### config.mk
export PLATFORM = sky130hd
export DESIGN_NAME = prog_loader_flat
export DESIGN_NICKNAME = d
export VERILOG_FILES = /design/src/rtl/prog_loader_if.sv /design/src/rtl/prog_loader.sv /design/src/flat_wrapper.sv
export SDC_FILE = /design/constraint.sdc
export NUM_CORES = 1
export LEC_CHECK = 0
export ABC_AREA = 1
export CORE_AREA = 10 10 86 88
export DETAILED_ROUTE_END_ITERATION = 8
export DIE_AREA = 0 0 96 98
export PLACE_DENSITY = 0.45
export SLEW_MARGIN = 20
export SYNTH_ARGS = -nofsm -noshare
export SYNTH_HDL_FRONTEND = slang
export SYNTH_SLANG_ARGS = --single-unit
### constraint.sdc
create_clock -name clk -period 1.5 [get_ports clk]
set_clock_uncertainty 0.1 [all_clocks]
set_input_delay 0.225 -clock clk [delete_from_list [all_inputs] [get_ports clk]]
set_output_delay 0.225 -clock clk [all_outputs]
set_load 0.01 [all_outputs]
### src/rtl/prog_loader_if.sv
// prog_loader_if: byte-stream input handshake plus instruction-memory
// write port and status lines of the boot program loader.
// master = stream source / memory / core side, slave = the loader itself.
interface prog_loader_if #(
  parameter int IW  = 8,
  parameter int IMW = 4
) ();
  logic           in_valid;
  logic [7:0]     in_data;
  logic           in_ready;
  logic           imem_we;
  logic [IMW-1:0] imem_addr;
  logic [IW-1:0]  imem_wdata;
  logic           start;
  logic           busy;
  logic           err;

  modport master (
    output in_valid, in_data,
    input  in_ready, imem_we, imem_addr, imem_wdata, start, busy, err
  );

  modport slave (
    input  in_valid, in_data,
    output in_ready, imem_we, imem_addr, imem_wdata, start, busy, err
  );
endinterface

### src/rtl/prog_loader.sv
// prog_loader: boot-time loader. Receives <N> <N*IW/8 data bytes, LSB first>
// [<checksum>] over a valid/ready byte stream, writes each assembled word to
// instruction memory and releases the core with start once the image is in.
// A bad length (or bad checksum) locks the loader in ERR until reset.
// Optional feature macro: GLORB_LOADER_CHECKSUM_EN enables the trailing
// checksum byte (sum mod 256 of data bytes) and the CSUM state.
module prog_loader #(
  parameter int IW  = 8,
  parameter int IMW = 4
) (
  input  logic          clk,
  input  logic          rst_n,
  prog_loader_if.slave  bus_io
);

  localparam int             NB        = IW / 8;
  localparam int             BCW       = (NB > 1) ? $clog2(NB) : 1;
  localparam logic [BCW-1:0] LAST_LANE = BCW'(NB - 1);
  localparam logic [BCW-1:0] BC_ONE    = BCW'(1);
  localparam logic [8:0]     DEPTH     = 9'(1 << IMW);
  localparam logic [IMW:0]   WC_ONE    = {{IMW{1'b0}}, 1'b1};

`ifdef GLORB_LOADER_CHECKSUM_EN
  typedef enum logic [2:0] {
    ST_HDR  = 3'd0,
    ST_DATA = 3'd1,
    ST_CSUM = 3'd2,
    ST_RUN  = 3'd3,
    ST_ERR  = 3'd4
  } state_e;
`else
  typedef enum logic [2:0] {
    ST_HDR  = 3'd0,
    ST_DATA = 3'd1,
    ST_RUN  = 3'd3,
    ST_ERR  = 3'd4
  } state_e;
`endif

  state_e         state_q, state_d;
  logic           armed_q;
  logic [IMW:0]   n_q, n_d;
  logic [IMW:0]   wcnt_q, wcnt_d;
  logic [BCW-1:0] bcnt_q, bcnt_d;
  logic [IW-1:0]  asm_q, asm_d;
  logic           we_q, we_d;
  logic [IMW-1:0] addr_q, addr_d;
  logic [IW-1:0]  wdata_q, wdata_d;
  logic           start_q, err_q, busy_q;
`ifdef GLORB_LOADER_CHECKSUM_EN
  logic [7:0]     acc_q, acc_d;
`endif

  logic           in_ready_s;
  logic           accept_s;
  logic [8:0]     len9_s;
  logic [IMW:0]   wcnt_inc_s;
  logic [IW-1:0]  asm_ins_s;

  assign accept_s   = bus_io.in_valid & in_ready_s;
  assign len9_s     = {1'b0, bus_io.in_data};
  assign wcnt_inc_s = wcnt_q + WC_ONE;

  assign bus_io.in_ready   = in_ready_s;
  assign bus_io.imem_we    = we_q;
  assign bus_io.imem_addr  = addr_q;
  assign bus_io.imem_wdata = wdata_q;
  assign bus_io.start      = start_q;
  assign bus_io.busy       = busy_q;
  assign bus_io.err        = err_q;

  // Ready depends on state only; held low until the first edge after reset.
  always_comb begin
    in_ready_s = 1'b0;
    case (state_q)
      ST_HDR:  in_ready_s = armed_q;
      ST_DATA: in_ready_s = armed_q;
`ifdef GLORB_LOADER_CHECKSUM_EN
      ST_CSUM: in_ready_s = armed_q;
`endif
      default: in_ready_s = 1'b0;
    endcase
  end

  // Drop the incoming byte into lane bcnt of the word being assembled.
  always_comb begin
    asm_ins_s = asm_q;
    for (int l = 0; l < NB; l++) begin
      if (bcnt_q == BCW'(l)) begin
        asm_ins_s[l*8 +: 8] = bus_io.in_data;
      end else begin
        asm_ins_s[l*8 +: 8] = asm_q[l*8 +: 8];
      end
    end
  end

  // Next-state logic: header check, word assembly/writes, checksum compare.
  always_comb begin
    state_d = state_q;
    n_d     = n_q;
    wcnt_d  = wcnt_q;
    bcnt_d  = bcnt_q;
    asm_d   = asm_q;
    we_d    = 1'b0;
    addr_d  = addr_q;
    wdata_d = wdata_q;
`ifdef GLORB_LOADER_CHECKSUM_EN
    acc_d   = acc_q;
`endif
    case (state_q)
      ST_HDR: begin
        if (accept_s) begin
          if ((len9_s == 9'd0) || (len9_s > DEPTH)) begin
            state_d = ST_ERR;
          end else begin
            n_d     = len9_s[IMW:0];
            wcnt_d  = '0;
            bcnt_d  = '0;
            asm_d   = '0;
`ifdef GLORB_LOADER_CHECKSUM_EN
            acc_d   = 8'h00;
`endif
            state_d = ST_DATA;
          end
        end else begin
          state_d = state_q;
        end
      end
      ST_DATA: begin
        if (accept_s) begin
`ifdef GLORB_LOADER_CHECKSUM_EN
          acc_d = acc_q + bus_io.in_data;
`endif
          if (bcnt_q == LAST_LANE) begin
            we_d    = 1'b1;
            addr_d  = wcnt_q[IMW-1:0];
            wdata_d = asm_ins_s;
            wcnt_d  = wcnt_inc_s;
            bcnt_d  = '0;
            asm_d   = '0;
            if (wcnt_inc_s == n_q) begin
`ifdef GLORB_LOADER_CHECKSUM_EN
              state_d = ST_CSUM;
`else
              state_d = ST_RUN;
`endif
            end else begin
              state_d = state_q;
            end
          end else begin
            bcnt_d = bcnt_q + BC_ONE;
            asm_d  = asm_ins_s;
          end
        end else begin
          state_d = state_q;
        end
      end
`ifdef GLORB_LOADER_CHECKSUM_EN
      ST_CSUM: begin
        if (accept_s) begin
          if (bus_io.in_data == acc_q) begin
            state_d = ST_RUN;
          end else begin
            state_d = ST_ERR;
          end
        end else begin
          state_d = state_q;
        end
      end
`endif
      ST_RUN:  state_d = ST_RUN;
      ST_ERR:  state_d = ST_ERR;
      default: state_d = ST_ERR;
    endcase
  end

  // State, datapath and registered status outputs.
  always_ff @(posedge clk or negedge rst_n) begin
    if (!rst_n) begin
      state_q <= ST_HDR;
      armed_q <= 1'b0;
      n_q     <= '0;
      wcnt_q  <= '0;
      bcnt_q  <= '0;
      asm_q   <= '0;
      we_q    <= 1'b0;
      addr_q  <= '0;
      wdata_q <= '0;
      start_q <= 1'b0;
      err_q   <= 1'b0;
      busy_q  <= 1'b0;
`ifdef GLORB_LOADER_CHECKSUM_EN
      acc_q   <= 8'h00;
`endif
    end else begin
      state_q <= state_d;
      armed_q <= 1'b1;
      n_q     <= n_d;
      wcnt_q  <= wcnt_d;
      bcnt_q  <= bcnt_d;
      asm_q   <= asm_d;
      we_q    <= we_d;
      addr_q  <= addr_d;
      wdata_q <= wdata_d;
      start_q <= (state_d == ST_RUN);
      err_q   <= (state_d == ST_ERR);
`ifdef GLORB_LOADER_CHECKSUM_EN
      busy_q  <= (state_d == ST_DATA) || (state_d == ST_CSUM);
      acc_q   <= acc_d;
`else
      busy_q  <= (state_d == ST_DATA);
`endif
    end
  end

endmodule

### src/flat_wrapper.sv
// flat-port wrapper written by rule: the top's interface ports become plain ports
module prog_loader_flat 
#(
  parameter int IW  = 8,
  parameter int IMW = 4
)
  (clk, rst_n, bus_io_in_valid, bus_io_in_data, bus_io_in_ready, bus_io_imem_we, bus_io_imem_addr, bus_io_imem_wdata, bus_io_start, bus_io_busy, bus_io_err);
  prog_loader_if #(.IW(IW), .IMW(IMW)) bus_io_i ();
  input  logic clk;
  input  logic rst_n;
  input wire logic [$bits(bus_io_i.in_valid)-1:0] bus_io_in_valid;
  input wire logic [$bits(bus_io_i.in_data)-1:0] bus_io_in_data;
  output wire logic [$bits(bus_io_i.in_ready)-1:0] bus_io_in_ready;
  output wire logic [$bits(bus_io_i.imem_we)-1:0] bus_io_imem_we;
  output wire logic [$bits(bus_io_i.imem_addr)-1:0] bus_io_imem_addr;
  output wire logic [$bits(bus_io_i.imem_wdata)-1:0] bus_io_imem_wdata;
  output wire logic [$bits(bus_io_i.start)-1:0] bus_io_start;
  output wire logic [$bits(bus_io_i.busy)-1:0] bus_io_busy;
  output wire logic [$bits(bus_io_i.err)-1:0] bus_io_err;
  assign bus_io_i.in_valid = bus_io_in_valid;
  assign bus_io_i.in_data = bus_io_in_data;
  assign bus_io_in_ready = bus_io_i.in_ready;
  assign bus_io_imem_we = bus_io_i.imem_we;
  assign bus_io_imem_addr = bus_io_i.imem_addr;
  assign bus_io_imem_wdata = bus_io_i.imem_wdata;
  assign bus_io_start = bus_io_i.start;
  assign bus_io_busy = bus_io_i.busy;
  assign bus_io_err = bus_io_i.err;
  prog_loader #(.IW(IW), .IMW(IMW)) u_core (.clk(clk), .rst_n(rst_n), .bus_io(bus_io_i));
endmodule
# After elaboration in Yosys (flattened, before gate mapping)
# Index checks and enable logic that the tools add are counted.
[op_classes] reduce_logical=9 div_mod_pow=0 n_mul=0 n_mux=26 n_lt_le_gt_ge=1 n_bitwise=3 addsub=2 shifts=0 n_eq_ne=10
[ops] op="2-to-1 mux 8 bit" count=5
[ops] op="2-to-1 mux 5 bit" count=4
[ops] op="case mux 8 bit (2 select lines)" count=1
[ops] op="2-to-1 mux 3 bit" count=5
[ops] op="case mux 5 bit (2 select lines)" count=1
[ops] op="zero test 9 bit" count=1
[ops] op="case mux 3 bit (3 select lines)" count=1
[ops] op="greater-than comparator 8 x 5 -> 1 bit (second input constant)" count=1
[ops] op="2-to-1 mux 1 bit" count=8
[ops] op="equality test 3 x 1 -> 1 bit (second input constant)" count=2
[ops] op="equality test 3 x 2 -> 1 bit (second input constant)" count=2
[ops] op="AND reduction 3 bit" count=2
[ops] op="adder 5 x 1 -> 5 bit (second input constant)" count=1
[ops] op="equality test 5 bit" count=1
[ops] op="AND reduction 5 bit" count=1
[ops] op="!= test 2 x 1 -> 1 bit (second input constant)" count=2
[ops] op="!= test 2 bit (second input constant)" count=2
[ops] op="AND reduction 4 bit" count=1
[ops] op="equality test 3 bit (second input constant)" count=1
[ops] op="zero test 3 bit" count=1
[ops] op="NOT 1 bit" count=2
[ops] op="case mux 1 bit (2 select lines)" count=1
[ops] op="nonzero test 2 bit" count=1
[ops] op="OR reduction 2 bit" count=1
[ops] op="3 further kinds" count=3
[word_totals] regBits=39 latch_bits=0 elab_cells=63 ramBits=0 out_inout_bits=17 n_memories=0 input_bits=11 romBits=0

# Depth between registers and ports, before layout
[depth] ltp_word=7 mapped_depth=10 ltp_nobuf=10

# Worst setup path after synthesis
# OpenSTA, ideal clock, no wires.
[synth_timing] path_type="register to register" from="register u_core.wcnt_q[0]" to="register u_core.busy_q, in the netlist u_core.bus_io.busy" path_stages_with_launch=9 t_required_ns=1.278 period_less_slack_ns=1.571 setup_ns=0.122 path_buffers=0 arrival_ns=1.348 slack_ns=-0.071 path_cell_list="dfrtp_1 > ha_1 > or2_2 > nand3b_1 > nand2_1 > nor2_1 > nand3_1 > nand2_1 > nor2_1"
[synth_between] elab_chain_cells=7
[synth_rtl] item="from (decl)" line_no="prog_loader.sv:43" text="logic [IMW:0] wcnt_q, wcnt_d;"
[synth_rtl] item="from (signal assigned)" line_no="prog_loader.sv:199" text="wcnt_q <= wcnt_d;"
[synth_rtl] item="adder 5 x 1 -> 5 bit" line_no="prog_loader.sv:62" text="assign wcnt_inc_s = wcnt_q + WC_ONE;"
[synth_rtl] item="equality test 5 bit" line_no="prog_loader.sv:141" text="if (wcnt_inc_s == n_q) begin"
[synth_rtl] item="2-to-1 mux 3 bit" line_no="prog_loader.sv:141"
[synth_rtl] item="2-to-1 mux 3 bit" line_no="prog_loader.sv:134" text="if (bcnt_q == LAST_LANE) begin"
[synth_rtl] item="2-to-1 mux 3 bit" line_no="prog_loader.sv:130" text="if (accept_s) begin"
[synth_rtl] item="case mux 3 bit (3 select lines)" line_no="prog_loader.sv:110" text="case (state_q)"
[synth_rtl] item="net u_core.state_d[1]" line_no="prog_loader.sv:40" text="state_e state_q, state_d;"
[synth_rtl] item="equality test 3 x 1 -> 1 bit" line_no="prog_loader.sv:211" text="busy_q <= (state_d == ST_DATA);"
[synth_rtl] item="to (signal assigned)" line_no="prog_loader.sv:211"
[synth_rtl] item="to (decl)" line_no="prog_loader.sv:49" text="logic start_q, err_q, busy_q;"
# The timed path passes the listed nets, and every way through them passes these cells.
# A chain may end at the register's enable or synchronous reset.

# Worst setup path in the final report
[layout_timing] from="register u_core.wcnt_q[1]" to="register u_core.busy_q, in the netlist u_core.bus_io.busy"
# The elaborated chain is that of the path after synthesis.

==> key figures <==
Outcome
  • Status: complete, but fails checks
  • Failing checks: negative setup slack

Finish
  • Post-route core utilization: 0.356
  • Non-filler instance count after layout: 286
  • Most common cell after layout, fill and taps aside: nand2_1
  • Most frequent cells in the layout: 53 x nand2_1, 30 x dfrtp_1, 16 x buf_4
  • Register area: 751 um^2
  • # diodes: 0
  • # fillers: 604
  • Non-Filler Cell Area, Final: 2040 um^2
  • P&R area growth vs syn: 47.0%
  • Nets: 224
  • Layout cell share with drive strength beyond 1: 0.199
  • Area of the multi-input gates: 617 um^2

Worst setup path
  • Crit path arrival time: 1.62 ns
  • Setup crit end kind: flip-flop
  • CP Launch Type: flip-flop
  • Req. time, crit path: 1.56 ns
  • Crit Path Max Fanout: 2
  • Critical path type: flip-flop to flip-flop

Timing
  • RSZ-0062 raised after global routing: true
  • Worst setup margin: -0.0605 ns
  • F_max: 641 MHz
  • Crit share post-route: 1.04
  • Final Setup Violations: 1
  • Tmin final: 1.56 ns
  • Hold Fails Final Rpt: 0
  • Max-slew violations: 0

Die
  • Number of core rows: 28
  • Die Span X: 96 um
  • Die area: 9410 um^2
  • Top Ports: 28
  • Initial Util: 0.242
  • Core area: 5750 um^2
  • Die Ht: 98 um

Clock network
  • Hold-fix buffers, CTS: 0
  • Root buffer cell: clkbuf_8
  • Clk pin slew, worst setup/hold paths: 0.07 ns
  • TritonCTS Buffers: 5
  • TritonCTS clock tree: yes
  • Clock Latency Late Sink: 0.28 ns
  • Number of H-tree levels: 2
  • Longest Clk Path Bufs: 2
  • CTS sink count: 30

Global route
  • Vias in the first global route: 1164
  • Total GRT Usage: 0.0737
  • Grt total ovfl: 0
  • Largest net degree at the start of global routing: 31
  • Initial antenna violation count: 0
  • First-pass GRT wire length: 5460 um

Worst hold path
  • Worst min-delay path class: input port to async pin

Power and ir drop
  • Power Dens Cells: 753 nW/um^2
  • Max VDD drop: 0.000272 V
  • Leakage: 1.12 nW
  • Overall Power: 1.54 mW

Synth
  • Net count of the mapped netlist: 172
  • Yosys reg bits: 30
  • Largest cells by area after synthesis: dfrtp_1 54%, nand2_1 15%, o21ai_1 4.7%, inv_1 4.3%, nand3_1 3.6%
  • Yosys top cell area share: 0.540
  • Seq/Total Area, Yosys: 0.540
  • Cells after Synth: 160
  • Yosys warns: 0
  • Synth Cell Area: 1390 um^2
  • Post-synth cell types: 23
  • Synth Area per Inst: 8.69 um^2
  • Area leader, netlist: dfrtp_1

Route
  • Via count: 1165
  • DRC errors left: 0
  • DR WL/cell: 11.3 um
  • Via-to-Cell Ratio: 4.07
  • Drt total wl: 3220 um
  • Final ANT Viol Nets: 0
  • DR iter-0 viols: 61
  • Pre-antenna DRT Iters: 4

Place
  • DP Worst Slack: -0.266 ns
  • Port bufs: 27
  • Post-DP HPWL: 2430 um
  • Cells after DPL: 276
  • Final Wtd Congestion: 0.737
  • Placed cell area: 1900 um^2

Job
  • Maxcap violations: 0
where the power goes:
group | leakage, nW | total [mW] | switching (mW) | internal [mW]
combinational | 0.685 | 0.0765 | 0.0394 | 0.0371
sequential | 0.396 | 0.812 | 0.00131 | 0.811
clock | 0.0431 | 0.649 | 0.296 | 0.353
state kept, by name (all words and copies together) (netlist names):
name,cells
u_core.bus_io.busy,1
u_core.bus_io.imem_we,1
u_core.bus_io.start,1
u_core.bus_io.imem_addr,4
u_core.armed_q,1
u_core.bus_io.imem_wdata,8
u_core.state_q,3
u_core.wcnt_q,5
u_core.n_q,5
u_core.bus_io.err,1
area by class of cell:
cell class / count / area share
Inverter: 17 / 0.0312
Sequential cell: 30 / 0.367
Multi-Input combinational cell: 112 / 0.302
Clock buffer: 6 / 0.0404
Timing Repair Buffer: 46 / 0.213
Tap cell: 75 / 0.0459
routing by layer:
layer	vias to the layer above	global-route usage	part of all wire	wire (um)
li1	615	-	-	-
met1	511	0.0890	0.47	1530
met2	32	0.105	0.42	1340
met3	7	0.0383	0.092	297
met4	0	0.0341	0.018	57
met5	-	0	0	0
worst paths after layout:
| check | from | end | slack (ns) | cells past startpoint |
|---|---|---|---|---|
| max in group asynchronous | rst_n | u_core.state_q[1]$_DFF_PN0_ | 0.92 | 2 |
| max | u_core.wcnt_q[1]$_DFFE_PN0P_ | u_core.bus_io.busy$_DFF_PN0_ | -0.06 | 10 |
| min | rst_n | u_core.wcnt_q[4]$_DFFE_PN0P_ | 0.20 | 2 |
| min reg2reg | u_core.bus_io.imem_addr[1]$_DFFE_PN0P_ | u_core.bus_io.imem_addr[1]$_DFFE_PN0P_ | 0.37 | 2 |
| max reg2reg | u_core.wcnt_q[1]$_DFFE_PN0P_ | u_core.bus_io.busy$_DFF_PN0_ | -0.06 | 10 |
| min in group clk | u_core.bus_io.imem_addr[1]$_DFFE_PN0P_ | u_core.bus_io.imem_addr[1]$_DFFE_PN0P_ | 0.37 | 2 |
critical path, stage by stage (launching register included):
cell     delay, ns
dfrtp_1       0.41
ha_4          0.28
inv_2         0.03
nand2_1       0.04
nand2_1       0.05
nor2_1        0.08
nand3_1       0.09
nor2_1        0.11
nand3_1       0.12
nand2_1       0.10
nor2_1        0.05
what timing repair did:
action | CTS | global route
setup endpoints to repair | 13 | 20
pin swaps | 2 | 2
setup buffers | 0 | 3
resized for setup | 11 | 16
cloned | 0 | 1
metrics by stage:
step	setup TNS, ns	hold slack (ns)
final	-0.0605	0.200
after global routing	-1.08	0.238
after CTS	-0.154	0.212
after detailed placement	-4.55	0.358
after global placement	-4.17	0.354
after floorplan	0	-0.171
cells by family after synthesis:
kind of cell             synth area share
XOR/XNOR                          0.00630
adder cells (fa/ha/maj)           0.00900
buffers and inverters              0.0531
flip-flops                          0.540
AO/OA/AOI/OAI                      0.0648
other                             0.00270
AND/OR/NAND/NOR                     0.324
synthesized netlist by cell type:
library cell,count
nand4_1,3
xor2_1,1
nor2_1,10
nor3_1,1
nand3b_1,2
nand3_1,10
o21ai_1,13
or2_1,1
conb_1,1
or2_2,1
nand2_4,2
inv_1,16
inv_2,1
nand2_1,55
o21ai_0,4
buf_2,2
nor2_4,1
a21oi_1,1
nor2_8,1
nand3_4,2
dfrtp_1,30
nor3_4,1
ha_1,1
(Power assumes the default switching activity.)
